$ cat src/rtl/bldc_gate_driver.sv
// bldc_gate_driver: turns the 6-bit commutation pattern into six gate drives for a
// 3-phase bridge. High sides are chopped by an edge-aligned PWM, every switch-off is
// followed by a dead-time gap, and an external overcurrent fault is latched and
// forces all gates off.
// Optional feature: define BLDC_GATE_BRAKE_EN to make brake=1 request all low sides.
module bldc_gate_driver #(
    parameter int unsigned CNT_WIDTH  = 11,
    parameter int unsigned PERIOD     = 1349,
    parameter int unsigned DEAD_TICKS = 27
) (
    input  logic                 pclk,
    input  logic                 prst,
    input  logic                 enable,
    input  logic [CNT_WIDTH-1:0] duty,
    input  logic [5:0]           phase_enable,
    input  logic                 fault_n,
    input  logic                 fault_clear,
    input  logic                 brake,
    output logic [2:0]           gate_hi,
    output logic [2:0]           gate_lo,
    output logic                 fault_latched,
    output logic                 pwm_sync
);

    localparam int unsigned          DEAD_W    = (DEAD_TICKS > 1) ? $clog2(DEAD_TICKS) : 1;
    localparam logic [DEAD_W-1:0]    DEAD_LOAD = DEAD_W'(DEAD_TICKS - 1);
    localparam logic [CNT_WIDTH-1:0] CNT_TOP   = CNT_WIDTH'(PERIOD);

    // Per-leg states
    localparam logic [1:0] StOff  = 2'd0;
    localparam logic [1:0] StHi   = 2'd1;
    localparam logic [1:0] StLo   = 2'd2;
    localparam logic [1:0] StDead = 2'd3;

    logic [CNT_WIDTH-1:0] cnt_q;
    logic [CNT_WIDTH-1:0] shadow_q;
    logic                 pwm_sync_q;
    logic                 wrap;
    logic                 pwm_on;

    logic                 sync1_q;
    logic                 sync2_q;
    logic                 sync3_q;
    logic                 fault_q;
    logic                 fault_set;
    logic                 force_off;

    logic [1:0]           req     [3];
    logic [1:0]           state_q [3];
    logic [1:0]           state_d [3];
    logic [DEAD_W-1:0]    dead_q  [3];
    logic [DEAD_W-1:0]    dead_d  [3];
    logic [2:0]           gate_hi_q;
    logic [2:0]           gate_lo_q;

    assign wrap   = enable && (cnt_q == CNT_TOP);
    assign pwm_on = (cnt_q < shadow_q);

    // PWM counter, duty shadow (reloaded only at the wrap) and wrap pulse
    always_ff @(posedge pclk) begin
        if (prst) begin
            cnt_q      <= '0;
            shadow_q   <= '0;
            pwm_sync_q <= 1'b0;
        end else begin
            pwm_sync_q <= wrap;
            if (!enable || wrap) begin
                cnt_q <= '0;
            end else begin
                cnt_q <= cnt_q + CNT_WIDTH'(1);
            end
            if (wrap) begin
                shadow_q <= duty;
            end
        end
    end

    // Two consecutive synchronised lows qualify a fault; this filters one-cycle glitches
    assign fault_set = !sync2_q && !sync3_q;
    assign force_off = !enable || fault_set || fault_q;

    // Fault synchroniser, glitch filter and sticky flag (set beats clear)
    always_ff @(posedge pclk) begin
        if (prst) begin
            sync1_q <= 1'b1;
            sync2_q <= 1'b1;
            sync3_q <= 1'b1;
            fault_q <= 1'b0;
        end else begin
            sync1_q <= fault_n;
            sync2_q <= sync1_q;
            sync3_q <= sync2_q;
            if (fault_set) begin
                fault_q <= 1'b1;
            end else if (fault_clear && sync2_q) begin
                fault_q <= 1'b0;
            end
        end
    end

`ifndef BLDC_GATE_BRAKE_EN
    // Brake input has no function in this build
    logic unused_brake;
    assign unused_brake = brake;
`endif

    // Per-leg request decode; both bits set is illegal and treated as off
    always_comb begin
        for (int i = 0; i < 3; i++) begin
            if (phase_enable[2*i+1] && !phase_enable[2*i] && pwm_on) begin
                req[i] = StHi;
            end else if (phase_enable[2*i] && !phase_enable[2*i+1]) begin
                req[i] = StLo;
            end else begin
                req[i] = StOff;
            end
`ifdef BLDC_GATE_BRAKE_EN
            if (brake) begin
                req[i] = StLo;
            end
`endif
        end
    end

    // Leg next-state: any departure from a conducting state passes through dead time
    always_comb begin
        for (int i = 0; i < 3; i++) begin
            state_d[i] = state_q[i];
            dead_d[i]  = dead_q[i];
            if (force_off) begin
                state_d[i] = StOff;
                dead_d[i]  = '0;
            end else begin
                case (state_q[i])
                    StOff: begin
                        state_d[i] = req[i];
                    end
                    StHi, StLo: begin
                        if (req[i] != state_q[i]) begin
                            state_d[i] = StDead;
                            dead_d[i]  = DEAD_LOAD;
                        end
                    end
                    default: begin
                        if (dead_q[i] == '0) begin
                            state_d[i] = req[i];
                        end else begin
                            dead_d[i] = dead_q[i] - DEAD_W'(1);
                        end
                    end
                endcase
            end
        end
    end

    // Leg state and gate registers; gates decode the next state so they track it exactly
    always_ff @(posedge pclk) begin
        if (prst) begin
            for (int i = 0; i < 3; i++) begin
                state_q[i] <= StOff;
                dead_q[i]  <= '0;
            end
            gate_hi_q <= '0;
            gate_lo_q <= '0;
        end else begin
            for (int i = 0; i < 3; i++) begin
                state_q[i]   <= state_d[i];
                dead_q[i]    <= dead_d[i];
                gate_hi_q[i] <= (state_d[i] == StHi);
                gate_lo_q[i] <= (state_d[i] == StLo);
            end
        end
    end

    assign gate_hi       = gate_hi_q;
    assign gate_lo       = gate_lo_q;
    assign fault_latched = fault_q;
    assign pwm_sync      = pwm_sync_q;

endmodule

$ cat config.mk
export PLATFORM = sky130hd
export DESIGN_NAME = bldc_gate_driver
export DESIGN_NICKNAME = d
export VERILOG_FILES = /design/src/rtl/bldc_gate_driver.sv
export SDC_FILE = /design/constraint.sdc
export NUM_CORES = 1
export LEC_CHECK = 0
export ABC_CLOCK_PERIOD_IN_PS = 2500
export BUFFER_PORTS_ARGS = -buffer_cell sky130_fd_sc_hd__buf_2
export CELL_PAD_IN_SITES_DETAIL_PLACEMENT = 1
export CELL_PAD_IN_SITES_GLOBAL_PLACEMENT = 1
export CORE_ASPECT_RATIO = 1.2
export CORE_UTILIZATION = 33
export CTS_CLUSTER_SIZE = 24
export DETAILED_ROUTE_END_ITERATION = 6
export GPL_ROUTABILITY_DRIVEN = 0
export PLACE_DENSITY_LB_ADDON = 0.1
export SKIP_CTS_REPAIR_TIMING = 1
export SYNTH_ARGS = -nofsm -noshare
export SYNTH_HDL_FRONTEND = slang
export SYNTH_SLANG_ARGS = --single-unit
$ cat constraint.sdc
create_clock -name pclk -period 2.5 [get_ports pclk]
set_clock_uncertainty 0.05 [all_clocks]
set_input_delay 0.125 -clock pclk [delete_from_list [all_inputs] [get_ports pclk]]
set_output_delay 0.125 -clock pclk [all_outputs]
set_load 0.02 [all_outputs]
Word-level counts from Yosys, hierarchy flattened. Memories as Yosys holds them, arrays and structs flattened. Index checks and enable logic that the tools add are counted.

Bitwise operators: 6. Magnitude comparators: 1. Reductions and logical operators: 35. Muxes and demuxes: 41. Equality and inequality tests: 16. $add $sub $neg: 4.

Operators by type and width (number): two-way mux 5 bit (12); two-way mux 2 bit (18); one-hot mux 5 bit (2 select lines) (3); logical NOT 5 bit (3); subtractor 5 x 1 -> 5 bit (second input constant) (3); equality test 2 x 1 -> 1 bit (second input constant) (6); equality test 2 bit (second input constant) (6); logical AND 1 bit (12); one-hot mux 2 bit (2 select lines) (3); adder 11 x 1 -> 11 bit (second input constant) (1); equality test 11 bit (second input constant) (1); less-than comparator 11 bit (1); logical NOT 1 bit (9); OR reduction 2 bit (4); logical NOT 2 bit (3); inequality test 2 bit (3); OR 1 bit (6); two-way mux 1 bit (5); logical OR 1 bit (3); nonzero test 2 bit (1).

Memories: 2. Output and inout port bits: 8. Bits in registers: 33. Bits of input ports: 23. Memory bits (writable): 21.

Memories: dead_q (words 3, width 5, read ports 3, clocked after memory_dff 0, wr ports 3, line 51) `logic [DEAD_W-1:0] dead_q [3];`; state_q (words 3, width 2, read ports 3, clocked after memory_dff 0, wr ports 3, line 49) `logic [1:0] state_q [3];`.

Logic depth before layout (Yosys ltp). Gate-level depths: netlist (run 1).

Depth in word-level cells: 9. Depth in mapped cells: 9. Depth with buffers taken out: 9.

Worst setup path before layout (run 1). OpenSTA, ideal clock, no wires.

Path kind: reg2reg. From: register cnt_q[9]. To: register gate_lo_q[1] (netlist: gate_lo[1]). Required time: 2317 ps. Clock period less this slack: 2096 ps. Setup slack: 404 ps. Arrival: 1914 ps. Library setup time: 133 ps. Path buffers: 0. Stages on the path, launching flop included: 9. Cell sequence: dfxtp_1 > ha_1 > and3_4 > o21ai_2 > nand4b_1 > a21oi_4 > a211oi_1 > or3_1 > nor3b_1.

Word-level cells in the longest chain between the ends: 8.

RTL lines: start, declared (line 35) `logic [CNT_WIDTH-1:0] cnt_q;`; start signal, assigned (line 70) `cnt_q <= cnt_q + CNT_WIDTH'(1);`; less-than comparator 11 bit * (line 57) `assign pwm_on = (cnt_q < shadow_q);`; logical AND 1 bit * (line 110) `if (phase_enable[2*i+1] && !phase_enable[2*i] && pwm_on) begin`; two-way mux 2 bit * (line 110); inequality test 2 bit (line 139) `if (req[i] != state_q[i]) begin`; two-way mux 2 bit (line 139); one-hot mux 2 bit (2 select lines) * (line 134) `case (state_q[i])`; two-way mux 2 bit * (line 130) `if (force_off) begin`; equality test 2 bit * (line 170) `gate_lo_q[i] <= (state_d[i] == StLo);`; end signal, assigned by index (line 170); end, declared (line 54) `logic [2:0] gate_lo_q;`.

Mark *: on every way between the ends. The rest lies on a longest branch, timed or not. A chain may end at the register's enable or synchronous reset.

Worst setup path after layout (run 1).
From: register cnt_q[9]. To: register gate_hi_q[2] (netlist: gate_hi[2]).

Word-level cells in the longest chain between the ends: 8.

RTL lines: less-than comparator 11 bit * (line 57); logical AND 1 bit * (line 110); two-way mux 2 bit * (line 110); inequality test 2 bit (line 139); two-way mux 2 bit (line 139); one-hot mux 2 bit (2 select lines) * (line 134); two-way mux 2 bit * (line 130); equality test 2 x 1 -> 1 bit * (line 169) `gate_hi_q[i] <= (state_d[i] == StHi);`; end signal, assigned by index (line 169); end, declared (line 53) `logic [2:0] gate_hi_q;`.

Marked as above.

==> results of run 1 <==
==> cell families (layout without fill, tap and decap cells) <==
logic type | Yosys count | after routing | synth area share [%]
adders and majority gates | 21 | 21 | 9.01
xor gates and xnor gates | 13 | 13 | 4.16
buffers and inverters | 40 | 77 | 5.19
muxes | 15 | 15 | 5.15
and+or+nand+nor | 120 | 120 | 21.7
AOI/OAI and AO/OA | 76 | 76 | 17.7
DFF | 54 | 54 | 37.1
==> worst max path at each step <==
stage / startpoint / end / slack (ns) / depth (start not counted)
final: cnt_q[9] / gate_hi[2] / 0.20 / 8
after floorplan: cnt_q[9] / gate_lo[1] / 0.40 / 8
after CTS: cnt_q[9] / dead_q[0][12] / 0.13 / 8
after global routing: shadow_q[9] / gate_hi[2] / 0.01 / 9
after global placement: cnt_q[9] / dead_q[0][12] / 0.19 / 8
after detailed placement: cnt_q[9] / dead_q[0][12] / 0.16 / 8
==> cells in the final DEF (no fill, tap or decap), types with 9 or more instances in the layout <==
master,netlist,routed
sky130_fd_sc_hd__dfxtp_1,54,54
sky130_fd_sc_hd__nor2_1,41,41
sky130_fd_sc_hd__inv_1,29,29
sky130_fd_sc_hd__buf_2,1,29
sky130_fd_sc_hd__a21oi_1,25,25
sky130_fd_sc_hd__ha_1,21,21
sky130_fd_sc_hd__o21ai_0,19,19
sky130_fd_sc_hd__nor3_1,15,15
sky130_fd_sc_hd__nand2_1,14,14
sky130_fd_sc_hd__mux2i_1,15,14
sky130_fd_sc_hd__buf_4,0,9
==> stage by stage <==
stage	instances	util [%]
4_1_cts	491	39.0
6_report	493	39.3
3_3_place_gp	483	37.7
2_1_floorplan	339	-
5_1_grt	493	39.3
3_5_place_dp	483	37.7
==> routing by layer <==
metal,global-route usage [%],share of wire [%],up-vias
met2,28.8,52,24
met4,4.92,1.3,0
li1,-,-,1256
met5,0,0,-
met1,18.3,44,1199
met3,2.92,2.5,6
==> power by group through the flow <==
stage	Combinational (uW)	Sequential, uW	Clock [uW]
2_1_floorplan	54.8	890	0
5_1_grt	108	870	652
6_report	96.7	868	594
4_1_cts	96.6	869	622
3_3_place_gp	94.7	889	0
3_5_place_dp	96.3	889	0
==> final cells by class <==
cell class | instances | area share, %
multi-input cells | 245 | 50.1
flip-flops and latches | 54 | 32.1
repair buffers | 40 | 6.91
well taps | 117 | 4.35
inverters | 29 | 3.23
clock buffers | 6 | 2.16
clock inverters | 2 | 1.12
==> synthesized netlist by cell type, types with 3 or more instances <==
master / n
sky130_fd_sc_hd__ha_1: 21
sky130_fd_sc_hd__nand4b_1: 4
sky130_fd_sc_hd__nand2_1: 14
sky130_fd_sc_hd__a21o_1: 3
sky130_fd_sc_hd__inv_1: 29
sky130_fd_sc_hd__nor3_1: 15
sky130_fd_sc_hd__nor2_1: 41
sky130_fd_sc_hd__xnor2_1: 6
sky130_fd_sc_hd__and3_1: 3
sky130_fd_sc_hd__nand4_1: 3
sky130_fd_sc_hd__xor2_1: 6
sky130_fd_sc_hd__nor2b_1: 3
sky130_fd_sc_hd__a211oi_1: 4
sky130_fd_sc_hd__mux2i_1: 15
sky130_fd_sc_hd__a21oi_1: 25
sky130_fd_sc_hd__or3_1: 7
sky130_fd_sc_hd__o21ai_0: 19
sky130_fd_sc_hd__nand3_1: 6
sky130_fd_sc_hd__or2_2: 4
sky130_fd_sc_hd__dfxtp_1: 54
sky130_fd_sc_hd__clkbuf_1: 10
==> registers in the layout, summed over array words and instances (netlist names) <==
signal and flops:
sync2_q 1, state_q 6, sync3_q 1, fault_latched 1
dead_q 15, gate_lo 3, gate_hi 3, cnt_q 11
sync1_q 1, pwm_sync 1, shadow_q 11
==> worst max-delay path: stages, from the launching register on <==
cell and delay (ns):
sky130_fd_sc_hd__dfxtp_1 0.36, sky130_fd_sc_hd__ha_1 0.34, sky130_fd_sc_hd__a21o_1 0.20, sky130_fd_sc_hd__o21ai_2 0.17, sky130_fd_sc_hd__nand4b_1 0.17, sky130_fd_sc_hd__a21oi_4 0.25, sky130_fd_sc_hd__xnor2_1 0.12, sky130_fd_sc_hd__a221o_1 0.37
sky130_fd_sc_hd__and3_1 0.17
==> report_table.html, run 1 <==
<table>
<tr><th>Metric</th><th>Value</th></tr>
<tr><th colspan="2">Placement</th></tr>
<tr><td>Placed cell areas</td><td>3230 um2</td></tr>
<tr><td>Sum of net half-perimeters after detailed placement</td><td>5.26 mm</td></tr>
<tr><td>Worst Setup Slack post-DPL</td><td>about 0.16 ns</td></tr>
<tr><td>Count of port buffers added during placement</td><td>29</td></tr>
<tr><th colspan="2">Floorplanning</th></tr>
<tr><td>Die ar.</td><td>9220 um2</td></tr>
<tr><td>Die Wd</td><td>87.8 um</td></tr>
<tr><td>Effective utilization at floorplan</td><td>34.0%</td></tr>
<tr><td>Die height</td><td>approximately 100 um</td></tr>
<tr><td>Number of primary I/O pins</td><td>31</td></tr>
<tr><td>Cell row count</td><td>37</td></tr>
<tr><td>Placeable Area</td><td>8560 um2</td></tr>
<tr><th colspan="2">Drt</th></tr>
<tr><td>Total routed wirelength</td><td>6.84 mm</td></tr>
<tr><td>Routed length per placed instance</td><td>approximately 14 um</td></tr>
<tr><td>DRC errors left</td><td>0</td></tr>
<tr><td>Vias</td><td>roughly 2500</td></tr>
<tr><td>Initial drt markers</td><td>47</td></tr>
<tr><td>Number of nets with antenna violations after detailed routing</td><td>0</td></tr>
<tr><td>Detailed-route vias per instance</td><td>5.04</td></tr>
<tr><td>1st-pass router iterations</td><td>4</td></tr>
<tr><th colspan="2">Yosys</th></tr>
<tr><td>Synth Cell Area</td><td>2920 um2</td></tr>
<tr><td>Avg Inst Size Synth</td><td>about 8.6 um2</td></tr>
<tr><td>Top post-synthesis cells by area</td><td>sky130_fd_sc_hd__dfxtp_1 37%, sky130_fd_sc_hd__ha_1 9.0%, sky130_fd_sc_hd__nor2_1 5.3%, sky130_fd_sc_hd__mux2i_1 5.2%, sky130_fd_sc_hd__a21oi_1 4.3%</td></tr>
<tr><td>Cell accounting for the most synthesized area</td><td>sky130_fd_sc_hd__dfxtp_1</td></tr>
<tr><td>Flip-flop and latch count after synthesis</td><td>54</td></tr>
<tr><td>Dominant register cell in the synthesized netlist</td><td>sky130_fd_sc_hd__dfxtp_1</td></tr>
<tr><td>Number of enable flip-flop cells after synthesis</td><td>0</td></tr>
<tr><td>Synthesized instance count</td><td>339</td></tr>
<tr><td>Proportion of register bits with asynchronous set or reset after synthesis</td><td>0%</td></tr>
<tr><td>Sequential fraction of the synthesis area</td><td>37.1%</td></tr>
<tr><td>Number of nets produced by synthesis</td><td>between 300 and 400</td></tr>
<tr><td>Ys Warns</td><td>0</td></tr>
<tr><td>Area share of the largest cell type after synthesis</td><td>37.1%</td></tr>
<tr><td>Post-synth cell types</td><td>57</td></tr>
<tr><th colspan="2">Worst setup path</th></tr>
<tr><td>Reg2Reg Launch Point</td><td>cnt_q[9]</td></tr>
<tr><td>Worst Path Max Fanout</td><td>5</td></tr>
<tr><td>R2r worst-path depth</td><td>8</td></tr>
<tr><td>Element type at the critical path start</td><td>flop</td></tr>
<tr><td>Endpoint kind of the worst setup timing path</td><td>flop</td></tr>
<tr><td>Data required time at the worst endpoint</td><td>2.66 ns</td></tr>
<tr><td>Arrival @ worst endpoint</td><td>between 2 and 2.5 ns</td></tr>
<tr><td>Crit Path Class</td><td>reg2reg</td></tr>
<tr><td>R2R Setup Slk</td><td>0.20 ns</td></tr>
<tr><td>Capture point of the worst reg-to-reg path</td><td>gate_hi[2]</td></tr>
<tr><th colspan="2">Global routing</th></tr>
<tr><td>Number of global-route vias before repair</td><td>2518</td></tr>
<tr><td>GRT overflow</td><td>0</td></tr>
<tr><td>Pin count of the biggest net entering global routing</td><td>18</td></tr>
<tr><td>GRT Overall Usage</td><td>15.9%</td></tr>
<tr><td>Number of antenna violations at the first check in global routing</td><td>0</td></tr>
<tr><td>Wire length of the first global-routing pass</td><td>11.5 mm</td></tr>
<tr><th colspan="2">STA</th></tr>
<tr><td>Min Tclk post-route</td><td>2.30 ns</td></tr>
<tr><td>Actual slew at the worst max-slew pin</td><td>0.496 ns</td></tr>
<tr><td>Final worst hold slack</td><td>-0.00526 ns</td></tr>
<tr><td>Sum Neg Setup Slack</td><td>0 ns</td></tr>
<tr><td>Post-route clock period utilization</td><td>92.1%</td></tr>
<tr><td>Final hold viol count</td><td>6</td></tr>
<tr><td>Setup violation total in the final timing report</td><td>0</td></tr>
<tr><td>RSZ-0062 raised after global routing</td><td>no</td></tr>
<tr><td>Maximum clock rate</td><td>434 MHz</td></tr>
<tr><td>Worst rel slew slack</td><td>66.4%</td></tr>
<tr><td>Final worst setup slack</td><td>0.197 ns</td></tr>
<tr><td>Number of pins with negative max-slew slack in the final report</td><td>0</td></tr>
<tr><th colspan="2">Power and ir drop</th></tr>
<tr><td>Power share of the sequential group</td><td>55.7%</td></tr>
<tr><td>Reported leakage power</td><td>0.00142 uW</td></tr>
<tr><td>Clock share of power</td><td>38.1%</td></tr>
<tr><td>Ratio of total power to cell area</td><td>463 nW/um2</td></tr>
<tr><td>Part of the power in combinational logic</td><td>6.2%</td></tr>
<tr><td>IR Drop Worst-Case VDD</td><td>~220 uV</td></tr>
<tr><td>Switch Pwr</td><td>roughly 350 uW</td></tr>
<tr><td>Internal Power</td><td>1210 uW</td></tr>
<tr><td>Net switching share of the total power</td><td>22.6%</td></tr>
<tr><td>Overall power after layout</td><td>1560 uW</td></tr>
<tr><th colspan="2">Finish</th></tr>
<tr><td>Area growth from synthesis to final layout</td><td>15.5%</td></tr>
<tr><td>Final-layout fill cell count</td><td>1055</td></tr>
<tr><td>Final #Nets</td><td>419</td></tr>
<tr><td>Layout cell share with drive strength beyond 1</td><td>between 15 and 20%</td></tr>
<tr><td>Final standard cell area without fillers</td><td>3370 um2</td></tr>
<tr><td>Multi-input combinational cell area</td><td>1690 um2</td></tr>
<tr><td>Area used by sequential logic in the layout</td><td>1080 um2</td></tr>
<tr><td>Count of antenna diodes in the layout</td><td>0</td></tr>
<tr><th colspan="2">Clock tree</th></tr>
<tr><td>Worst-Skew Late Latency</td><td>0.31 ns</td></tr>
<tr><td>H-tree levels</td><td>2</td></tr>
<tr><td>CTS tree</td><td>done</td></tr>
<tr><td>CTS clock-pin slew for the worst setup and hold paths</td><td>around 0.1 ns</td></tr>
<tr><td>Largest buffer count on any clock path</td><td>2</td></tr>
<tr><td>Clk root buf</td><td>sky130_fd_sc_hd__clkbuf_8</td></tr>
<tr><td>Clock sink total</td><td>54</td></tr>
<tr><td>Number of clock buffers inserted by TritonCTS</td><td>5</td></tr>
<tr><th colspan="2">Min path</th></tr>
<tr><td>HP Start</td><td>duty[4]</td></tr>
<tr><td>Hold-critical path depth</td><td>3</td></tr>
<tr><td>Endpoint, Worst Hold</td><td>shadow_q[4]</td></tr>
<tr><td>Class of the most critical hold timing path</td><td>in2reg</td></tr>
<tr><th colspan="2">Flow run</th></tr>
<tr><td>Maxcap violations</td><td>0</td></tr>
<tr><th colspan="2">Run status</th></tr>
<tr><td>Violations in the final reports</td><td>negative hold slack</td></tr>
<tr><td>Run status</td><td>finished, violations left</td></tr>
</table>
Note: power is estimated with default switching activity, not from simulation.
==> run 2: changes to the inputs <==
ABC_CLOCK_PERIOD_IN_PS = 2700   (was 2500)
CORE_ASPECT_RATIO = unset   (was 1.2)
clock period = 2.7 ns   (was 2.5 ns; I/O delays follow)
==> report_table.html, run 2 (synthesis gave the netlist of run 1 again) <==
<table>
<tr><th>Metric</th><th>Value</th></tr>
<tr><th colspan="2">STA</th></tr>
<tr><td>Min Tclk post-route</td><td>2.31 ns (+0.00804 ns)</td></tr>
<tr><td>Final worst hold slack</td><td>-0.00723 ns (-0.00197 ns)</td></tr>
<tr><td>Post-route clock period utilization</td><td>85.6% (-6.5 points)</td></tr>
<tr><td>Actual slew at the worst max-slew pin</td><td>0.480 ns (-0.0164 ns)</td></tr>
<tr><td>Number of pins with negative max-slew slack in the final report</td><td>0 (unchanged)</td></tr>
<tr><td>Sum Neg Setup Slack</td><td>0 ns (unchanged)</td></tr>
<tr><td>RSZ-0062 raised after global routing</td><td>no</td></tr>
<tr><td>Final worst setup slack</td><td>0.389 ns (+0.192 ns)</td></tr>
<tr><td>Final hold viol count</td><td>4 (-2)</td></tr>
<tr><td>Maximum clock rate</td><td>433 MHz (-0.35%)</td></tr>
<tr><td>Setup violation total in the final timing report</td><td>0 (unchanged)</td></tr>
<tr><td>Worst rel slew slack</td><td>67.9% (+1.4 points)</td></tr>
<tr><th colspan="2">Worst setup path</th></tr>
<tr><td>Chain of cells forming the critical path</td><td>inv_1, ha_1, and3_4, o21ai_2, nand4b_1, a21oi_4, a211oi_1, or3_1, nor3b_1</td></tr>
<tr><td>Endpoint kind of the worst setup timing path</td><td>flop</td></tr>
<tr><td>Cell at the slowest stage of the critical path</td><td>sky130_fd_sc_hd__or3_1</td></tr>
<tr><td>First element of the critical path</td><td>shadow_q[9]</td></tr>
<tr><td>Data required time at the worst endpoint</td><td>2.85 ns (+0.19 ns)</td></tr>
<tr><td>Kind of cell with the highest combined delay on the critical path</td><td>simple AND/OR/NAND/NOR gates</td></tr>
<tr><td>Worst Path Max Fanout</td><td>4 (-1)</td></tr>
<tr><td>Delay of the slowest critical-path stage</td><td>0.44 ns (+0.07 ns)</td></tr>
<tr><td>R2R Setup Slk</td><td>0.39 ns (+0.19 ns)</td></tr>
<tr><td>Reg2Reg Launch Point</td><td>shadow_q[9]</td></tr>
<tr><td>Crit Path Class</td><td>reg2reg</td></tr>
<tr><td>Buf/Inv on CP</td><td>1 (+1)</td></tr>
<tr><td>Arrival @ worst endpoint</td><td>2.46 ns (about the same)</td></tr>
<tr><td>Element type at the critical path start</td><td>flop</td></tr>
<tr><th colspan="2">Placement</th></tr>
<tr><td>Worst Setup Slack post-DPL</td><td>0.384 ns (+0.223 ns)</td></tr>
<tr><td>Count of port buffers added during placement</td><td>29 (unchanged)</td></tr>
<tr><td>Sum of net half-perimeters after detailed placement</td><td>4.99 mm (-5.0%)</td></tr>
<tr><td>DP Cell Count</td><td>468 (-3.1%)</td></tr>
<tr><th colspan="2">Global routing</th></tr>
<tr><td>Pin count of the biggest net entering global routing</td><td>18 (unchanged)</td></tr>
<tr><td>Number of antenna violations at the first check in global routing</td><td>0 (unchanged)</td></tr>
<tr><td>GRT overflow</td><td>0 (unchanged)</td></tr>
<tr><td>Number of global-route vias before repair</td><td>2377 (-5.6%)</td></tr>
<tr><td>GRT Overall Usage</td><td>16.0% (+0.15 points)</td></tr>
<tr><td>Wire length of the first global-routing pass</td><td>11.3 mm (-1.8%)</td></tr>
<tr><th colspan="2">Drt</th></tr>
<tr><td>DRC errors left</td><td>0 (unchanged)</td></tr>
<tr><td>Initial drt markers</td><td>61 (+30%)</td></tr>
<tr><td>Detailed-route vias per instance</td><td>5.08 (+0.81%)</td></tr>
<tr><td>1st-pass router iterations</td><td>4 (unchanged)</td></tr>
<tr><td>Number of nets with antenna violations after detailed routing</td><td>0 (unchanged)</td></tr>
<tr><td>Vias</td><td>2434 (-2.1%)</td></tr>
<tr><td>Routed length per placed instance</td><td>14.0 um (+0.77%)</td></tr>
<tr><td>Total routed wirelength</td><td>6.70 mm (-2.1%)</td></tr>
<tr><th colspan="2">Finish</th></tr>
<tr><td>Multi-input combinational cell area</td><td>1680 um2 (-0.22%)</td></tr>
<tr><td>Most used cells in the layout excluding fill and tap cells</td><td>54 x sky130_fd_sc_hd__dfxtp_1, 41 x sky130_fd_sc_hd__nor2_1, 29 x sky130_fd_sc_hd__inv_1, 29 x sky130_fd_sc_hd__buf_2, 25 x sky130_fd_sc_hd__a21oi_1</td></tr>
<tr><td>Layout cell share with drive strength beyond 1</td><td>16.6% (-0.98 points)</td></tr>
<tr><td>Count of antenna diodes in the layout</td><td>0 (unchanged)</td></tr>
<tr><td>Final #Nets</td><td>417 (-0.48%)</td></tr>
<tr><td>Largest register FFs</td><td>15 (unchanged)</td></tr>
<tr><td>Area growth from synthesis to final layout</td><td>14.4%</td></tr>
<tr><td>Most frequent standard cell in the layout excluding fill and tap cells</td><td>sky130_fd_sc_hd__dfxtp_1</td></tr>
<tr><td>Count of non-filler cells in the finished layout</td><td>479 (-2.8%)</td></tr>
<tr><td>Largest registers</td><td>dead_q x15, cnt_q x11, shadow_q x11</td></tr>
<tr><td>Register name with the most flops</td><td>dead_q</td></tr>
<tr><td>Area used by sequential logic in the layout</td><td>1080 um2 (unchanged)</td></tr>
<tr><td>Final-layout fill cell count</td><td>1030 (-2.4%)</td></tr>
<tr><th colspan="2">Floorplanning</th></tr>
<tr><td>Number of primary I/O pins</td><td>31 (unchanged)</td></tr>
<tr><td>Cell row count</td><td>33 (-11%)</td></tr>
<tr><td>Die height</td><td>96.0 um (-8.5%)</td></tr>
<tr><td>Placeable Area</td><td>8380 um2 (-2.1%)</td></tr>
<tr><td>Die ar.</td><td>9210 um2 (about the same)</td></tr>
<tr><td>Die Wd</td><td>96.0 um (+9.3%)</td></tr>
<tr><td>Effective utilization at floorplan</td><td>34.8% (+0.74 points)</td></tr>
<tr><th colspan="2">Clock tree</th></tr>
<tr><td>CTS clock-pin slew for the worst setup and hold paths</td><td>0.10 ns (about the same)</td></tr>
<tr><td>Clk root buf</td><td>sky130_fd_sc_hd__clkbuf_8</td></tr>
<tr><td>CTS tree</td><td>done</td></tr>
<tr><td>Number of clock buffers inserted by TritonCTS</td><td>5 (unchanged)</td></tr>
<tr><td>Largest buffer count on any clock path</td><td>2 (unchanged)</td></tr>
<tr><td>Clock sink total</td><td>54 (unchanged)</td></tr>
<tr><td>H-tree levels</td><td>2 (unchanged)</td></tr>
<tr><td>Worst-Skew Late Latency</td><td>0.31 ns (about the same)</td></tr>
<tr><th colspan="2">Min path</th></tr>
<tr><td>Class of the most critical hold timing path</td><td>in2reg</td></tr>
<tr><td>HP Start</td><td>duty[2]</td></tr>
<tr><th colspan="2">Run status</th></tr>
<tr><td>Violations in the final reports</td><td>negative hold slack</td></tr>
<tr><td>Run status</td><td>finished, violations left</td></tr>
<tr><th colspan="2">Power and ir drop</th></tr>
<tr><td>Ratio of total power to cell area</td><td>435 nW/um2 (-6.1%)</td></tr>
<tr><td>Reported leakage power</td><td>0.00141 uW (-0.97%)</td></tr>
<tr><td>IR Drop Worst-Case VDD</td><td>209 uV (-6.9%)</td></tr>
<tr><td>Overall power after layout</td><td>1450 uW (-7.0%)</td></tr>
<tr><th colspan="2">Flow run</th></tr>
<tr><td>Maxcap violations</td><td>0 (unchanged)</td></tr>
</table>
run 2: final timing paths:
| check | to | cells after the start |
|---|---|---|
| setup / recovery | gate_lo[1] | 9 |
| hold / removal | shadow_q[2] | 3 |
| setup reg to reg | gate_lo[1] | 9 |
| hold reg to reg | sync2_q | 1 |
run 2: final cells by class:
type	count	share of cell area [%]
multi-input combinational	245	50.5
sequential	54	32.4
timing repair buffer	38	6.60
tap	105	3.94
inverter	29	3.26
clock buffer	6	2.18
clock inverter	2	1.13
run 2: stage by stage:
step | utilization, % | area (um2)
final | 39.8 | 3330
after global routing | 39.8 | 3330
after CTS | 39.4 | 3300
after detailed placement | 38.1 | 3190
after global placement | 38.1 | 3190
after floorplan | - | 2920
run 2: routing by layer:
metal / global-route usage, % / vias up / part of all wire, %
met3: 3.16 / 8 / 3.1
met2: 25.8 / 36 / 44
met1: 21.4 / 1135 / 51
met4: 5.22 / 0 / 1.4
met5: 0 / - / 0
li1: - / 1255 / -
run 2: where the power goes:
part,total [uW],switching (uW),internal (uW)
Clock,554,277,277
Sequential,805,4.19,801
Combinational,90.8,51.5,39.2
run 2: worst register-to-register path, cell delays in order, from the launching register on:
cell and delay, ns:
sky130_fd_sc_hd__dfxtp_1 0.35, sky130_fd_sc_hd__inv_1 0.05, sky130_fd_sc_hd__ha_1 0.30, sky130_fd_sc_hd__and3_4 0.18, sky130_fd_sc_hd__o21ai_2 0.17, sky130_fd_sc_hd__nand4b_1 0.17, sky130_fd_sc_hd__a21oi_4 0.21, sky130_fd_sc_hd__a211oi_1 0.10
sky130_fd_sc_hd__or3_1 0.44, sky130_fd_sc_hd__nor3b_1 0.17
